**config.mk**
```make
export PLATFORM = sky130hd
export DESIGN_NAME = fp_mult_out_stage
export DESIGN_NICKNAME = d
export VERILOG_FILES = /design/src/rtl/fp_mult_out_pkg.sv /design/src/rtl/fp_mult_out_fifo.sv /design/src/rtl/fp_mult_out_stage.sv
export SDC_FILE = /design/constraint.sdc
export NUM_CORES = 1
export LEC_CHECK = 0
export BUFFER_PORTS_ARGS = -buffer_cell sky130_fd_sc_hd__buf_2
export CAP_MARGIN = 40
export CORE_AREA = 2 2 80 112
export DETAILED_ROUTE_END_ITERATION = 7
export DIE_AREA = 0 0 82 114
export GPL_TIMING_DRIVEN = 0
export PLACE_DENSITY = 0.76
export SETUP_SLACK_MARGIN = 0.4
export SYNTH_ARGS = -nofsm -noshare
export SYNTH_HDL_FRONTEND = slang
export SYNTH_HIERARCHICAL = 1
export SYNTH_SLANG_ARGS = --single-unit
```
**constraint.sdc**
```tcl
create_clock -name clk -period 1.9 [get_ports clk]
set_input_delay 0 -clock clk [delete_from_list [all_inputs] [get_ports clk]]
set_output_delay 0 -clock clk [all_outputs]
set_load 0.005 [all_outputs]
```
**src/rtl/fp_mult_out_pkg.sv**
```systemverilog
// Shared types and status-bit positions for the FP32 multiplier output stage.
// Optional counters are enabled by defining FP_MULT_OUT_STAGE_CNT_EN.
package fp_mult_out_pkg;

  localparam int STAT_ZERO    = 0;
  localparam int STAT_INF     = 1;
  localparam int STAT_NAN     = 2;
  localparam int STAT_TINY    = 3;
  localparam int STAT_HUGE    = 4;
  localparam int STAT_INEXACT = 5;

  typedef struct packed {
    logic [31:0] z;
    logic [7:0]  status;
  } mult_res_t;

endpackage : fp_mult_out_pkg

```
**src/rtl/fp_mult_out_fifo.sv**
```systemverilog
// Small synchronous FIFO of multiplier results with registered full/empty.
// Storage is reset so the head reads as zero until the first write.
module fp_mult_out_fifo
  import fp_mult_out_pkg::*;
#(
  parameter int DEPTH = 2
) (
  input  logic      clk,
  input  logic      rst_n,
  input  logic      push_i,
  input  logic      pop_i,
  input  mult_res_t wdata_i,
  output mult_res_t rdata_o,
  output logic      full_o,
  output logic      empty_o
);

  localparam int PTR_W = $clog2(DEPTH);
  localparam int CNT_W = PTR_W + 1;
  localparam logic [PTR_W-1:0] PTR_ONE  = PTR_W'(1);
  localparam logic [CNT_W-1:0] CNT_ONE  = CNT_W'(1);
  localparam logic [CNT_W-1:0] CNT_FULL = CNT_W'(DEPTH);

  mult_res_t        mem_q [DEPTH];
  logic [PTR_W-1:0] wr_ptr_q, wr_ptr_d;
  logic [PTR_W-1:0] rd_ptr_q, rd_ptr_d;
  logic [CNT_W-1:0] count_q, count_d;
  logic             full_q, full_d;
  logic             empty_q, empty_d;
  logic             push_s, pop_s;

  assign push_s  = push_i && !full_q;
  assign pop_s   = pop_i && !empty_q;
  assign rdata_o = mem_q[rd_ptr_q];
  assign full_o  = full_q;
  assign empty_o = empty_q;

  always_comb begin
    wr_ptr_d = wr_ptr_q;
    rd_ptr_d = rd_ptr_q;
    count_d  = count_q;
    if (push_s) begin
      wr_ptr_d = wr_ptr_q + PTR_ONE;
    end else begin
      wr_ptr_d = wr_ptr_q;
    end
    if (pop_s) begin
      rd_ptr_d = rd_ptr_q + PTR_ONE;
    end else begin
      rd_ptr_d = rd_ptr_q;
    end
    case ({push_s, pop_s})
      2'b10:   count_d = count_q + CNT_ONE;
      2'b01:   count_d = count_q - CNT_ONE;
      default: count_d = count_q;
    endcase
    // Flags are registered from the next count so in_ready/out_valid come straight off flops.
    full_d  = (count_d == CNT_FULL);
    empty_d = (count_d == '0);
  end

  always_ff @(posedge clk or negedge rst_n) begin
    if (!rst_n) begin
      wr_ptr_q <= '0;
      rd_ptr_q <= '0;
      count_q  <= '0;
      full_q   <= 1'b0;
      empty_q  <= 1'b1;
    end else begin
      wr_ptr_q <= wr_ptr_d;
      rd_ptr_q <= rd_ptr_d;
      count_q  <= count_d;
      full_q   <= full_d;
      empty_q  <= empty_d;
    end
  end

  always_ff @(posedge clk or negedge rst_n) begin
    if (!rst_n) begin
      for (int i = 0; i < DEPTH; i++) begin
        mem_q[i] <= '0;
      end
    end else if (push_s) begin
      mem_q[wr_ptr_q] <= wdata_i;
    end else begin
      mem_q[wr_ptr_q] <= mem_q[wr_ptr_q];
    end
  end

endmodule : fp_mult_out_fifo

```
**src/rtl/fp_mult_out_stage.sv**
```systemverilog
// Output stage of the FP32 multiplier: result FIFO, sticky exception flags and,
// when FP_MULT_OUT_STAGE_CNT_EN is defined, saturating per-status-bit event counters.
module fp_mult_out_stage
  import fp_mult_out_pkg::*;
#(
  parameter int         DEPTH     = 2,
  parameter logic [7:0] FLAG_MASK = 8'h3F,
  parameter int         CNT_W     = 16
) (
  input  logic             clk,
  input  logic             rst_n,
  input  logic             in_valid,
  input  logic [31:0]      in_z,
  input  logic [7:0]       in_status,
  output logic             in_ready,
  output logic             out_valid,
  output logic [31:0]      out_z,
  output logic [7:0]       out_status,
  input  logic             out_ready,
  input  logic             flags_clr,
  output logic [7:0]       flags,
  input  logic [2:0]       cnt_sel,
  output logic [CNT_W-1:0] cnt_val
);

  mult_res_t  wdata_s, rdata_s;
  logic       full_s, empty_s;
  logic       push_s, pop_s;
  logic [7:0] flags_q, flags_d;

  assign wdata_s    = '{z: in_z, status: in_status};
  assign in_ready   = !full_s;
  assign out_valid  = !empty_s;
  assign out_z      = rdata_s.z;
  assign out_status = rdata_s.status;
  assign push_s     = in_valid && in_ready;
  assign pop_s      = out_valid && out_ready;
  assign flags      = flags_q;

  fp_mult_out_fifo #(.DEPTH(DEPTH)) u_fifo (
    .clk     (clk),
    .rst_n   (rst_n),
    .push_i  (push_s),
    .pop_i   (pop_s),
    .wdata_i (wdata_s),
    .rdata_o (rdata_s),
    .full_o  (full_s),
    .empty_o (empty_s)
  );

  // Clear is applied before the OR so bits pushed in the clearing cycle survive.
  always_comb begin
    flags_d = (flags_q & ~{8{flags_clr}}) | (push_s ? (in_status & FLAG_MASK) : 8'h00);
  end

  always_ff @(posedge clk or negedge rst_n) begin
    if (!rst_n) begin
      flags_q <= 8'h00;
    end else begin
      flags_q <= flags_d;
    end
  end

`ifdef FP_MULT_OUT_STAGE_CNT_EN
  localparam logic [CNT_W-1:0] CNT_ONE = CNT_W'(1);

  logic [CNT_W-1:0] cnt_q [8];
  logic [CNT_W-1:0] cnt_d [8];
  logic [CNT_W-1:0] cnt_val_q;

  always_comb begin
    for (int i = 0; i < 8; i++) begin
      cnt_d[i] = flags_clr ? '0 : cnt_q[i];
      if (push_s && in_status[i] && (cnt_d[i] != '1)) begin
        cnt_d[i] = cnt_d[i] + CNT_ONE;
      end else begin
        cnt_d[i] = cnt_d[i];
      end
    end
  end

  always_ff @(posedge clk or negedge rst_n) begin
    if (!rst_n) begin
      for (int i = 0; i < 8; i++) begin
        cnt_q[i] <= '0;
      end
      cnt_val_q <= '0;
    end else begin
      for (int i = 0; i < 8; i++) begin
        cnt_q[i] <= cnt_d[i];
      end
      cnt_val_q <= cnt_q[cnt_sel];
    end
  end

  assign cnt_val = cnt_val_q;
`else
  logic unused_cnt_sel_s;

  assign unused_cnt_sel_s = ^cnt_sel;
  assign cnt_val          = '0;
`endif

endmodule : fp_mult_out_stage
```
==> results.toml, run 1 <==
[run_status]
run_status = "complete, no violations"

[synth]
synthAdderAreaFrac_pct = 0.2887
synth_seq_area_share_pct = 54.30
synthMuxAreaShare_pct = 34.64
synth_compound_area_share_pct = 1.559
synth-simple-area-share_pct = 1.819
syn_area_um2 = 4334
synth_cells = 277
ys_seq_elements = 94
yosys.area.top_type = "dfrtp_1"
synthTopCellsByArea = "dfrtp_1, mux2_2, mux2_4"
yosysUniqueCellTypes = 22
synth_warnings = 6
synth_top_family_by_area = "multiplexers"
syn_area_per_cell_um2 = 15.65
synthXorXnorAreaFrac_pct = 1.212
synth_top_cell_area_share_pct = 53.70

[route]
vias = 2762
ant_nets = 0
wl_mm = 9.464
drc = 0
drtIter0Drc = 95
vias_per_cell = 4.923
wl_per_cell_um = 16.87
firstDrtPassIters = 4

[global_route]
first_global_vias = 2953
antenna_found_initial = 0
grt_overflow = 0
grt_pass1_wl_mm = 15.00
grtUsageTotal_pct = 21.54
grt_max_degree = 65

[floorplanning]
die_y_um = 114
dieArea_um2 = 9348
start_util_pct = 51.55
row_count = 40
core_um2 = 8408
die_w_um = 82
top_level_ports = 114

[timing]
min_period_ns = 1.647
clock.fmax_ghz = 0.6073
timing.hold.ws_ns = 0.1660
rsz0062_at_grt = "true"
finalSetupTns_ns = 0
setup_ws_ns = 0.2534
setup_viol_count_final = 0
finalHoldViolations = 0
slew_viol_final = 0
period_share_pct = 86.66
fin_skew_ns = 0.003670

[cells_and_area]
drive_gt1_share_pct = 61.62
area_delta_synth_final_pct = 42.38
final-seq-area_um2 = 2354
nNetsFinal = 500
fill_cells = 569
multi_input_area_um2 = 1924
antennaDiodeCount = 0

[worst_setup_path]
slowest_delay_ns = 0.41
r2r_setup_slack_ns = 0.25
arrival_ns = 1.87
endpoint_kind = "flop"
start_kind = "flop"
worstPathRequired_ns = 2.12
worstSetupPathType = "flop to flop"
crit_path_cell_trace = "nor2b_1 -> buf_6 -> nand2b_4 -> nor2_4 -> buf_12 -> buf_8 -> buf_8 -> mux2_4"
rr_worst_depth = 8
crit_family = "buffers and inverters"
slowest_stage = "dfrtp_1"
worst-path-max-fanout = 5
path_common_cell = "buf_8"
cp_num_buf_inv = 4
cp_num_cells = 8

[clock_tree]
htreeDepth = 3
root_buffer = "clkbuf_16"
clk_latency_ns = 0.33
cts_tree = "built"
clk_pin_slew_ns = 0.06
clkSinkCount = 94
clockBufferDepth = 2
cts_made_buffers = 9

[placed_design]
hpwlAfterDp_mm = 5.835
port_buffers = 94
gp_congestion = 0.7460
pre_cts_ws_ns = 0.2534

[power_and_ir_drop]
p_leak_nw = 3.073
max-vdd-ir-drop_uv = 905.1
powerDensity_nw_per_um2 = 1672

[hold_path]
hp-class = "input pin to async pin"

[job]
maxCapViolCount = 0
[cells in the final DEF, fill, tap and decap left out, drive strengths merged, types with 3 or more instances in the layout]
master,synthesis,final
buf,29,135
mux2,120,120
dfrtp,93,93
dlygate4sd3,0,42
conb,1,16
clkbuf,2,12
a22o,6,6
nor2b,5,5
inv,4,4
clkinv,0,4
xnor2,3,3
nand2,3,3
xor2,3,3
[area by class of cell]
type                    count  area share, %
clock buffers              10          3.873
clock inverters             6         0.9935
repair buffers            148          17.82
inverters                   4         0.2839
multi-input cells         163          31.18
plain buffers              31          5.576
well taps                 105          2.129
flip-flops and latches     94          38.14
[where the power goes]
part | total, mW | leakage [nW] | internal (mW) | switching [mW]
registers | 3.53 | 1.12 | 2.98 | 0.549
logic | 4.99 | 1.81 | 3.27 | 1.72
clock network | 1.79 | 0.148 | 1.05 | 0.744
total | 10.3 | 3.07 | 7.30 | 3.02
[registers in the layout (all words and copies together), names as in the netlist]
| signal | flops |
|---|---|
| flags | 8 |
| u_fifo/count_q | 2 |
| u_fifo/empty_o | 1 |
| u_fifo/full_o | 1 |
| u_fifo/mem_q | 80 |
| u_fifo/rd_ptr_q | 1 |
| u_fifo/wr_ptr_q | 1 |
[final timing paths]
check                              startpoint                to
worst min-delay path                    rst_n   u_fifo/mem_q[4]
worst max-delay path            u_fifo/full_o  u_fifo/mem_q[46]
worst max register to register  u_fifo/full_o  u_fifo/mem_q[46]
min in group clk                    out_ready   u_fifo/rd_ptr_q
max in group asynchronous               rst_n    u_fifo/empty_o
worst min register to register       flags[7]          flags[7]
[cell usage after synthesis, drive strengths merged]
library cell / number
o22ai: 1
xnor2: 3
nand3b: 1
inv: 4
nor2: 1
nor3: 1
nand2: 3
nor2b: 5
mux2: 120
a22o: 6
a31o: 1
xor2: 3
dfrtp: 93
dfstp: 1
nand2b: 1
conb: 1
ha: 1
buf: 29
clkbuf: 2
[metrics by stage]
stage                     total power, mW  cells  area, um2  utilization (%)
final                               10.32    561       6171            73.39
after floorplan                     6.282    292       4390                -
after global placement              7.422    491       4992            59.38
after global routing                10.92    561       6171            73.39
after CTS                           10.25    560       6107            72.63
after detailed placement            7.614    492       5022            59.73
[per-layer routing]
metal  GRT usage, %  up-vias  wire, um
li1               -     1289         -
met1          26.77     1382      3846
met2          36.59       71      5074
met3          3.481       20       312
met4          9.111        0       231
met5              0        -         0
[cells by family after synthesis]
| logic type | count (synthesis) |
|---|---|
| xor gates and xnor gates | 6 |
| buffers and inverters | 35 |
| and+or+nand+nor | 12 |
| DFF | 94 |
| muxes | 120 |
| other | 1 |
| AOI/OAI and AO/OA | 8 |
| adders and majority gates | 1 |
[repair_timing]
action,in CTS,in global routing
setup endpoints to repair,122,84
resized for setup,57,12
pin swaps,2,2
cloned,3,0
buffers inserted,7,1
endpoints found under the hold margin,118,0
hold buffers,42,0
(Power assumes the default switching activity.)
==> run 2, diff against run 1 <==
Settings changed: REMOVE_ABC_BUFFERS from default to 1.
==> run 2 against run 1 <==
  * Non-clock buffer count decreased by 15
  * Count of clock-buffer cells in the layout increased by 3
  * Routed wire length increased by 6.2%
  * Combinational power increased by 4.2%
  * Register-to-register slack improved by 0.07 ns
  * Largest cell class unchanged
  * Final cell count decreased by 2.5%
  * Flip-flop and latch count unchanged
  * Design area decreased by 0.59%
  * Worst hold slack improved by 0.0086 ns
  * Via count decreased by 0.65%
==> results.toml, run 2 (synthesized netlist as in run 1, its figures left out) <==
[run_status]
run_status = "complete, no violations"

[global_route]
first_global_vias = 2966
grt_max_degree = 52
grtUsageTotal_pct = 21.12
antenna_found_initial = 0
grt_pass1_wl_mm = 14.65
grt_overflow = 0

[clock_tree]
clk_pin_slew_ns = 0.06
htreeDepth = 3
clkSinkCount = 94
root_buffer = "clkbuf_16"
cts_tree = "built"
clockBufferDepth = 2
cts_made_buffers = 9
clk_latency_ns = 0.34

[floorplanning]
die_y_um = 114
dieArea_um2 = 9348
row_count = 40
start_util_pct = 51.55
die_w_um = 82
top_level_ports = 114
core_um2 = 8408

[worst_setup_path]
slowest_stage = "dfrtp_2"
slowest_delay_ns = 0.44
arrival_ns = 1.80
cp_num_buf_inv = 2
worstPathRequired_ns = 2.12
endpoint_kind = "flop"
start_kind = "flop"
worst-path-max-fanout = 5
crit_path_cell_trace = "nor2b_4 -> nand2b_4 -> nor2_4 -> buf_6 -> clkbuf_16 -> mux2_4"
crit_family = "flip-flops"
worstSetupPathType = "flop to flop"

[cells_and_area]
final-seq-area_um2 = 2359
layout_commonest_cell = "dfrtp_1"
nNetsFinal = 486
final_util_pct = 72.96
multi_input_area_um2 = 1926
max_flop_register = "u_fifo/mem_q"
layout_common_cells = "dfrtp_1, buf_2, mux2_4"
largest_reg_flops = 80
final_area_um2 = 6135
area_delta_synth_final_pct = 41.54
fill_cells = 561
drive_gt1_share_pct = 60.86
antennaDiodeCount = 0

[power_and_ir_drop]
max-vdd-ir-drop_uv = 895.2
p_sw_mw = 3.134
clockPowerShare_pct = 17.6
seq_power_share_pct = 33.9
p_leak_nw = 3.040
powerDensity_nw_per_um2 = 1748
switching_share_pct = 29.22
internal_power_mw = 7.592
pwr-share-comb_pct = 48.5

[timing]
worstMarginPinSlew_ns = 0.5954
rsz0062_at_grt = "true"
fin_skew_ns = 0.002977
clock.fmax_ghz = 0.6347
finalSetupTns_ns = 0
setup_ws_ns = 0.3246
finalHoldViolations = 0
min_period_ns = 1.575
period_share_pct = 82.92
slew_viol_final = 0
setup_viol_count_final = 0
relSlewSlack_pct = 60.31

[route]
drc = 0
wl_mm = 10.05
vias = 2744
drtIter0Drc = 87
vias_per_cell = 5.016
ant_nets = 0
wl_per_cell_um = 18.38
firstDrtPassIters = 4

[placed_design]
pre_cts_ws_ns = -0.6906
port_buffers = 94
placed_area_um2 = 4851
hpwlAfterDp_mm = 5.262
gp_congestion = 0.7112

[job]
maxCapViolCount = 0

[hold_path]
hp-class = "input pin to flop"
## run 2: cell count changes in the layout (fill, tap and decap cells not counted), moves of 2 or more
cell	previous run	this run
dfrtp_1	93	91
clkbuf_16	9	13
buf_6	2	14
buf_8	10	0
buf_2	93	84
buf_4	21	11
clkbuf_8	2	4
## run 2: worst register-to-register path, stage by stage, from the launching register on
cell       delay [ns]
dfrtp_2          0.44
nor2b_4          0.16
nand2b_4         0.10
nor2_4           0.15
buf_6            0.15
clkbuf_16        0.16
mux2_4           0.30
## run 2: layout make-up
cell class / instances / share of cell area, %
tap: 105 / 2.142
timing repair buffer: 164 / 22.56
clock buffer: 13 / 4.569
clock inverter: 3 / 0.6527
sequential: 94 / 38.45
multi-input combinational: 164 / 31.39
inverter: 4 / 0.2447
## run 2: path summary, 6_finish.rpt
kind / startpoint / to / slack, ns / depth (start not counted)
min: out_ready / u_fifo/rd_ptr_q / 0.17 / 4
max reg2reg: u_fifo/full_o / u_fifo/mem_q[77] / 0.32 / 6
min in group asynchronous: rst_n / u_fifo/mem_q[53] / 0.22 / 2
max: u_fifo/full_o / u_fifo/mem_q[77] / 0.32 / 6
max in group asynchronous: rst_n / u_fifo/empty_o / 0.99 / 3
min reg2reg: u_fifo/mem_q[32] / u_fifo/mem_q[32] / 0.50 / 1
## run 2: through the flow
step / total power [mW] / instances / hold slack, ns
2_1_floorplan: 6.136 / 261 / -0.2956
3_3_place_gp: 7.297 / 460 / 0.1816
3_5_place_dp: 7.503 / 464 / 0.04020
4_1_cts: 9.852 / 540 / 0.1652
5_1_grt: 11.31 / 547 / 0.1941
6_report: 10.73 / 547 / 0.1747
## run 2: layer usage
metal  global-route usage (%)  vias to the layer above  part of all wire (%)
li1                         -                     1261                     -
met1                    25.37                     1406                    42
met2                    36.26                       62                    53
met3                    4.668                       15                   2.8
met4                    8.222                        0                   2.3
met5                        0                        -                     0
## run 2: repair_timing
action                                 CTS  global route
setup buffers                           16             2
hold buffers                            42             0
setup endpoints to repair              125            93
cloned                                   2             5
pin swaps                                3             1
resized for setup                       11            46
endpoints found under the hold margin  131             0
## run 2: power groups by stage
stage,clock network (mW),logic [mW],registers [mW]
3_3_place_gp,0,3.66,3.64
4_1_cts,1.92,4.38,3.55
2_1_floorplan,0,2.66,3.48
6_report,1.88,5.20,3.64
3_5_place_dp,0,3.88,3.63
5_1_grt,2.02,5.53,3.77
